File: config.mk
export PLATFORM = sky130hd
export DESIGN_NAME = ro_count_reader
export DESIGN_NICKNAME = d
export VERILOG_FILES = /design/src/rtl/ro_count_reader.sv
export SDC_FILE = /design/constraint.sdc
export NUM_CORES = 1
export LEC_CHECK = 0
export CORE_ASPECT_RATIO = 1.75
export CORE_MARGIN = 5
export CORE_UTILIZATION = 45
export DETAILED_ROUTE_END_ITERATION = 7
export GPL_ROUTABILITY_DRIVEN = 0
export PLACE_DENSITY = 0.66
export SYNTH_ARGS = -nofsm -noshare
export SYNTH_HDL_FRONTEND = slang
export SYNTH_SLANG_ARGS = --single-unit
File: constraint.sdc
create_clock -name count_clk -period 2.8 [get_ports count_clk]
set_input_delay 0.28 -clock count_clk [delete_from_list [all_inputs] [get_ports count_clk]]
set_output_delay 0.28 -clock count_clk [all_outputs]
set_load 0.02 [all_outputs]
File: src/rtl/ro_count_reader.sv
// ro_count_reader: gates a ring oscillator for a programmed number of
// count_clk cycles, waits for the counter to settle, then samples the
// 15-bit count until two consecutive samples agree. A retry budget of three
// compares bounds the sampling. The result is held until the consumer
// accepts it.
// Optional feature: define RO_READER_AVG_EN to run four gate/settle/sample
// passes per request and report the average count.
module ro_count_reader #(
  parameter int GATE_W     = 16,
  parameter int SETTLE_CYC = 4
) (
  input  logic              count_clk,
  input  logic              rst_n,
  input  logic              start,
  input  logic [GATE_W-1:0] gate_len,
  input  logic [6:0]        cnt_lo,
  input  logic [7:0]        cnt_hi,
  output logic              ro_en,
  output logic              busy,
  output logic [14:0]       result,
  output logic              result_valid,
  input  logic              result_ready,
  output logic              err
);

  // A zero settle length still waits one cycle.
  localparam int SET_N = (SETTLE_CYC < 1) ? 1 : SETTLE_CYC;
  localparam int SET_W = (SET_N > 1) ? $clog2(SET_N) : 1;
  localparam logic [SET_W-1:0] SET_LOAD = SET_W'(SET_N - 1);

  typedef enum logic [2:0] {
    S_IDLE,
    S_GATE,
    S_SETTLE,
    S_SAMPLE,
    S_HOLD
  } state_t;

  state_t            state_q, state_d;
  logic [GATE_W-1:0] gate_cnt_q, gate_cnt_d;
  logic [SET_W-1:0]  settle_cnt_q, settle_cnt_d;
  logic [14:0]       samp_q, samp_d;
  logic              phase_q, phase_d;
  logic [1:0]        tries_q, tries_d;
  logic              ro_en_q, ro_en_d;
  logic [14:0]       result_q, result_d;
  logic              result_valid_q, result_valid_d;
  logic              err_q, err_d;

`ifdef RO_READER_AVG_EN
  logic [GATE_W-1:0] gate_len_q, gate_len_d;
  logic [16:0]       acc_q, acc_d;
  logic [1:0]        pass_q, pass_d;
  logic              err_acc_q, err_acc_d;
  logic [16:0]       acc_sum;
  logic              err_all;
`endif

  logic [14:0] bus;
  logic        done;
  logic        done_err;

  assign bus = {cnt_hi, cnt_lo};

  // Gate length zero is treated as one cycle; the counter holds cycles left minus one.
  function automatic logic [GATE_W-1:0] gate_reload(input logic [GATE_W-1:0] len);
    return (len == '0) ? '0 : len - GATE_W'(1);
  endfunction

  // Next-state and datapath decisions for the measurement sequence.
  always_comb begin
    // NOTE: every signal assigned here gets a default first so no path can
    // leave it unassigned and infer a latch.
    state_d        = state_q;
    gate_cnt_d     = gate_cnt_q;
    settle_cnt_d   = settle_cnt_q;
    samp_d         = samp_q;
    phase_d        = phase_q;
    tries_d        = tries_q;
    ro_en_d        = ro_en_q;
    result_d       = result_q;
    result_valid_d = result_valid_q;
    err_d          = err_q;
    done           = 1'b0;
    done_err       = 1'b0;
`ifdef RO_READER_AVG_EN
    gate_len_d     = gate_len_q;
    acc_d          = acc_q;
    pass_d         = pass_q;
    err_acc_d      = err_acc_q;
    acc_sum        = '0;
    err_all        = 1'b0;
`endif

    case (state_q)
      S_IDLE: begin
        if (start) begin
          gate_cnt_d = gate_reload(gate_len);
          ro_en_d    = 1'b1;
          state_d    = S_GATE;
`ifdef RO_READER_AVG_EN
          gate_len_d = gate_len;
          acc_d      = '0;
          pass_d     = '0;
          err_acc_d  = 1'b0;
`endif
        end
      end

      S_GATE: begin
        if (gate_cnt_q == '0) begin
          ro_en_d      = 1'b0;
          settle_cnt_d = SET_LOAD;
          state_d      = S_SETTLE;
        end else begin
          gate_cnt_d = gate_cnt_q - GATE_W'(1);
        end
      end

      S_SETTLE: begin
        if (settle_cnt_q == '0) begin
          phase_d = 1'b0;
          tries_d = '0;
          state_d = S_SAMPLE;
        end else begin
          settle_cnt_d = settle_cnt_q - SET_W'(1);
        end
      end

      S_SAMPLE: begin
        // The first cycle only captures; later cycles compare the bus
        // against the previous capture and slide the window on a mismatch.
        if (!phase_q) begin
          samp_d  = bus;
          phase_d = 1'b1;
        end else if (bus == samp_q) begin
          done = 1'b1;
        end else if (tries_q == 2'd2) begin
          done     = 1'b1;
          done_err = 1'b1;
        end else begin
          tries_d = tries_q + 2'd1;
          samp_d  = bus;
        end
      end

      S_HOLD: begin
        if (result_ready) begin
          result_valid_d = 1'b0;
          state_d        = S_IDLE;
        end
      end

      default: state_d = S_IDLE;
    endcase

    if (done) begin
`ifdef RO_READER_AVG_EN
      acc_sum = acc_q + {2'b00, bus};
      err_all = err_acc_q | done_err;
      if (pass_q == 2'd3) begin
        result_d       = acc_sum[16:2];
        err_d          = err_all;
        result_valid_d = 1'b1;
        state_d        = S_HOLD;
      end else begin
        acc_d      = acc_sum;
        err_acc_d  = err_all;
        pass_d     = pass_q + 2'd1;
        gate_cnt_d = gate_reload(gate_len_q);
        ro_en_d    = 1'b1;
        state_d    = S_GATE;
      end
`else
      result_d       = bus;
      err_d          = done_err;
      result_valid_d = 1'b1;
      state_d        = S_HOLD;
`endif
    end
  end

  // State and datapath registers; reset drops ro_en and discards any partial measurement.
  // NOTE: reset is asynchronous so ro_en falls without waiting for a clock edge.
  always_ff @(posedge count_clk or negedge rst_n) begin
    if (!rst_n) begin
      state_q        <= S_IDLE;
      gate_cnt_q     <= '0;
      settle_cnt_q   <= '0;
      samp_q         <= '0;
      phase_q        <= 1'b0;
      tries_q        <= '0;
      ro_en_q        <= 1'b0;
      result_q       <= '0;
      result_valid_q <= 1'b0;
      err_q          <= 1'b0;
`ifdef RO_READER_AVG_EN
      gate_len_q     <= '0;
      acc_q          <= '0;
      pass_q         <= '0;
      err_acc_q      <= 1'b0;
`endif
    end else begin
      // NOTE: non-blocking assignments so every register updates from
      // values sampled before the edge.
      state_q        <= state_d;
      gate_cnt_q     <= gate_cnt_d;
      settle_cnt_q   <= settle_cnt_d;
      samp_q         <= samp_d;
      phase_q        <= phase_d;
      tries_q        <= tries_d;
      ro_en_q        <= ro_en_d;
      result_q       <= result_d;
      result_valid_q <= result_valid_d;
      err_q          <= err_d;
`ifdef RO_READER_AVG_EN
      gate_len_q     <= gate_len_d;
      acc_q          <= acc_d;
      pass_q         <= pass_d;
      err_acc_q      <= err_acc_d;
`endif
    end
  end

  assign ro_en        = ro_en_q;
  assign busy         = (state_q != S_IDLE);
  assign result       = result_q;
  assign result_valid = result_valid_q;
  assign err          = err_q;

endmodule

; Word-level counts from Yosys, hierarchy flattened
; Cells that the tools add are included.
; W data, S select, Z words.
[word_totals]
reg_bits = 57
in_bits = 35
out_inout_bits = 19
wordCells = 89
[classes]
add_sub_neg = 4
n_eq_ne = 21
n_mux = 36
reduce_logical = 18
[op_table]
columns = op, count
row1 = $mux W16, 3
row2 = $mux W15, 3
row3 = $logic_not A16 Y1, 2
row4 = $pmux W16 S2, 1
row5 = $sub A16 B1 Y16 const B, 2
row6 = $ne A2 B2 Y1 const B, 11
row7 = $eq A15 B15 Y1, 1
row8 = $mux W3, 5
row9 = $pmux W3 S5, 1
row10 = $mux W1, 13
row11 = $mux W2, 6
row12 = $ne A3 B3 Y1 const B, 4
row13 = $reduce_and A3 Y1, 4
row14 = $reduce_and A5 Y1, 2
row15 = $reduce_bool A2 Y1, 5
row16 = $pmux W2 S2, 2
row17 = $eq A3 B2 Y1 const B, 2
row18 = $pmux W1 S2, 2
row19 = $reduce_and A2 Y1, 2
row20 = $eq A3 B1 Y1 const B, 1
row21 = $eq A3 B3 Y1 const B, 1
row22 = $logic_not A3 Y1, 1
row23 = $reduce_bool A3 Y1, 1
row24 = $add A2 B1 Y2 const B, 1
row25 = other kinds (3), 3

; Depth between registers and ports, before layout
[depth]
depth_word = 7
ltp_mapped = 9

; Least setup slack after synthesis
; OpenSTA, ideal clock, no wires.
[synth_timing]
kind = register -> register
from = register samp_q[3]
to = register result_q[10] (netlist: result[10])
t_arrival_ns = 1.901
required_ns = 2.675
setup_slack_ns = 0.774
stages_incl_launch_ff = 9
path_cell_list = dfrtp_1 -> xor2_1 -> nor4_1 -> nand2_1 -> o31ai_4 -> and2b_1 -> buf_6 -> buf_12 -> mux2_4
[synth_via]
elab_chain_cells = 4
[synth_rtl]
columns = item, line
row1 = "start, declared", 42  ; logic [14:0] samp_q, samp_d;
row2 = "start signal, assigned", 209  ; samp_q <= samp_d;
row3 = $eq A15 B15 Y1, 136  ; end else if (bus == samp_q) begin
row4 = $mux W1, 136
row5 = $mux W1, 133  ; if (!phase_q) begin
row6 = $mux W1, 95  ; case (state_q)
row7 = "end signal, assigned", 213  ; result_q <= result_d;
row8 = "end, declared", 46  ; logic [14:0] result_q, result_d;
; No other way between the ends.
; A chain may end at the register's enable or synchronous reset.

; Final worst setup path
[layout_timing]
from = register gate_cnt_q[0]
to = register gate_cnt_q[14]
[layout_via]
elab_chain_cells = 3
[layout_rtl]
columns = item, line
row1 = "start, declared", 40  ; logic [GATE_W-1:0] gate_cnt_q, gate_cnt_d;
row2 = "start signal, assigned", 207  ; gate_cnt_q <= gate_cnt_d;
row3 = $sub A16 B1 Y16 or $logic_not A16 Y1 (tied branches), "116, 111"
row4 = $mux W16 or $ne A2 B2 Y1 (tied branches), --
row5 = $pmux W16 S2 or $reduce_and A3 Y1 (tied branches), --
; Several ways; a longest one is shown, not always the timed one. The select of a mux whose other input is x is not followed.

==> flow_summary_export.csv <==
group,metric,value,unit
worst_setup_path,crit_path_cell_trace,"inv_1 -> ha_1 -> nor4b_1 -> nand4_2 -> and2_1 -> nor2_1 -> o21ai_0 -> o311ai_0",
worst_setup_path,cp.buffers_inverters,1,
sta,rsz0062_at_grt,"no",
power_and_ir_drop,p_per_area,1070,nW/µm²
sta,tightest_slew,853,ps
sta,finClkSkew,7.65,ps
clocking,cts_setup_buffers,0,
drt,postRouteAntennaNets,0,
sta,fin_setup_tns,0,ps
floorplanning,start_util,46.1,%
synth,ys_warn_count,0,
worst_setup_path,path_class,"register to register",
synth,ys_types,48,
synth,synth_fp_nets,352,
clocking,clk_latency,320,ps
layout,nNetsFinal,413,
clocking,h-tree-depth,3,
worst_setup_path,startpoint_type,"register",
synth,synth-seq-cells,57,
sta,finalCritPeriodShare,81.9,%
drt,first_pass_iters,4,
floorplanning,die_height,121,µm
layout,areaGrowthSynthToFinish,29.5,%
worst_setup_path,crit_required,3010,ps
sta,slew_headroom,42.8,%
synth,ys_seq_area_share,44.8,%
synth,async_flop_share,100,%
sta,hold_viol_final,0,
drt,drc,0,
clocking,clockRootBuffer,"clkbuf_16",
worst_setup_path,critPathArrivalTime,2500,ps
place,dp.final_hpwl,5.83,mm
power_and_ir_drop,power.leakage,1.70,nW
layout,drive_gt1_share,15.6,%
synth,muxShareOfSynthArea,11.9,%
global_routing,use_met3,4.73,%
synth,synth_cells,311,
synth,synth_edf_count,0,
power_and_ir_drop,ir_drop,0.410,mV
status,outcome,"finished clean",
sta,timing.fmax,0.436,GHz
clocking,clock-sinks,57,
floorplanning,die_w,73.6,µm
synth,synth_compound_area_share,12.8,%
clocking,clock_path_buffers,2,
sta,final-max-slew-violation-count,0,
drt,drt_wl_total,7.61,mm
layout,antenna_cells,0,
global_routing,grt_pass1_wl,12.6,mm
synth,synthAdderAreaFrac,2.36,%
sta,period_minus_slack,2290,ps
synth,synth-simple-area-share,17.1,%
worst_setup_path,worst_path_max_delay_cell,"nor2_1",
clocking,clkTransAtPathRegs,50,ps
global_routing,antenna_found_initial,0,
floorplanning,coreArea,6910,µm²
worst_setup_path,critPathTopFamily,"simple AND/OR/NAND/NOR gates",
job,cap_violations,0,
global_routing,met2_usage,34.3,%
synth,synthFlopType,"dfrtp_1",
global_routing,use_met1,19.0,%
floorplanning,io_pins,54,
drt,routed-via-count,2586,
drt,viasPerCell,5.61,
worst_setup_path,crit_start,"gate_cnt_q[0]$_DFFE_PN0P_",
synth,synth_xor_area_share,7.43,%
clocking,tritoncts,"built",
min_path,hold_path_class,"primary input to async pin",
sta,setup_viol,0,
synth,syn_avg_cell_area,10.2,µm²
global_routing,overflow,0,
worst_setup_path,max_stage_delay,410,ps
drt,drt_iter0_drc,148,
synth,syn-cell-area,3180,µm²
worst_setup_path,cp-end-kind,"register",
power_and_ir_drop,power,0.00442,W
worst_setup_path,path_max_fanout,6,
drt,routedWlPerCell,16.5,µm
sta,setup_slack,506,ps
global_routing,grtUsageTotal,18.7,%
floorplanning,rows,40,
global_routing,top_usage_layer,"met2",
worst_setup_path,r2r-start,"gate_cnt_q[0]$_DFFE_PN0P_",
place,io_buffers,53,
clocking,cts_buffers,9,
place,post-place-ws,181,ps
global_routing,grt_max_degree,30,
synth,synth_top_family_by_area,"simple AND/OR/NAND/NOR gates",
global_routing,grt_pass1_vias,2678,
floorplanning,die-area,8920,µm²
==> where the power goes <==
group	leakage, nW	internal [W]	switching [W]
Clock	0.153	0.000759	0.000347
Sequential	0.690	0.00118	0.000299
Combinational	0.861	0.000899	0.000942
Total	1.70	0.00284	0.00159
==> placed cells by master (no fill, tap or decap), types with 2 or more instances in the layout <==
master	count
or3_1	2
clkbuf_8	3
o22ai_1	4
a21o_1	2
o32ai_1	3
xor2_1	13
and2_1	3
nor4_1	9
o311ai_0	2
nor3b_1	2
nor3_1	18
a21oi_1	8
xnor2_1	14
a22oi_1	2
nand3b_1	2
o21ai_0	22
buf_4	6
clkbuf_1	2
ha_1	6
clkbuf_16	9
mux2_2	24
nor2_1	22
o21bai_1	2
nand3_1	9
dfrtp_1	57
mux2i_1	2
nor4_2	2
mux2_4	6
clkdlybuf4s50_1	52
inv_1	10
a22o_1	7
nand2_1	30
==> per-stage QoR <==
step	std cells	util (%)	hold slack, ps	instance area [µm²]
5_1_grt	461	59.7	436	4120
2_1_floorplan	311	-	-15.6	3180
4_1_cts	461	59.7	387	4120
3_3_place_gp	444	55.1	195	3800
6_report	461	59.7	404	4120
3_5_place_dp	444	55.1	193	3800
==> final cells by class <==
type	count	area, µm²
fill	615	2790
sequential	57	1430
tap	84	105
multi-input combinational	233	1640
clock inverter	2	35.0
clock buffer	14	274
timing repair buffer	61	601
inverter	10	37.5
==> state kept, by name, indices dropped and copies added, names as in the netlist <==
signal	flops
err	1
result	15
result_valid	1
gate_cnt_q	16
samp_q	15
tries_q	2
phase_q	1
ro_en	1
settle_cnt_q	2
state_q	3
==> cells by family (layout without fill, tap and decap cells) <==
| family | count (synthesis) | count (layout) |
|---|---|---|
| adder cells (fa/ha/maj) | 6 | 6 |
| AND/OR/NAND/NOR | 108 | 108 |
| buffers and inverters | 21 | 87 |
| multiplexers | 32 | 32 |
| XOR/XNOR | 27 | 27 |
| flip-flops | 57 | 57 |
| AO/OA/AOI/OAI | 60 | 60 |
==> worst paths after layout <==
check	slack [ps]	endpoint	depth (start not counted)
max in group asynchronous	1710	result[5]$_DFFE_PN0P_	3
min	400	result[13]$_DFFE_PN0P_	2
max reg2reg	510	gate_cnt_q[14]$_DFFE_PN0P_	8
max	510	gate_cnt_q[14]$_DFFE_PN0P_	8
min in group count_clk	480	result_valid$_DFFE_PN0P_	1
min reg2reg	480	result_valid$_DFFE_PN0P_	1
==> what timing repair did <==
item                      in CTS  in global routing
hold endpoints to repair      12                  0
resized for setup              0                  0
hold buffers                   1                  0
==> worst reg2reg max path: cells and delay by family (launching register included) <==
kind / cells / cell delay (ps)
flops: 1 / 400
fa+ha+maj: 1 / 240
compound gates: 2 / 290
buf+inv: 1 / 120
simple gates: 4 / 1120
==> per-layer routing <==
metal / up-vias / share of wire (%) / routed length, µm
met1: 1236 / 36 / 2750
met3: 16 / 5.1 / 389
met4: 0 / 3.2 / 246
li1: 1247 / - / -
met5: - / 0 / 0
met2: 87 / 55 / 4220
==> cell usage after synthesis, types with 2 or more instances <==
library cell   n  area share, %
a22oi_1        2           0.47
nor3b_1        2           0.47
nor3_1        18            2.8
o21bai_1       2           0.47
inv_1         10            1.2
nand2_1       30            3.5
nor4_1         9            1.8
ha_1           6            2.4
mux2_4         6            2.8
o32ai_1        3           0.83
nor2_1        22            2.6
o22ai_1        4           0.79
xnor2_1       14            3.9
buf_6          2           0.71
clkbuf_1       5           0.59
nand3_1        9            1.4
dfrtp_1       57             45
nand3b_1       2           0.47
nor4_2         2           0.79
o21ai_0       22            3.5
a22o_1         7            1.9
xor2_1        13            3.6
mux2i_1        2           0.63
a21o_1         2           0.47
and2_1         3           0.59
mux2_2        24            8.5
a21oi_1        8            1.3
o311ai_0       2           0.55
or3_1          2           0.39
buf_2          3           0.47
Power figures use the tool's default switching activity.
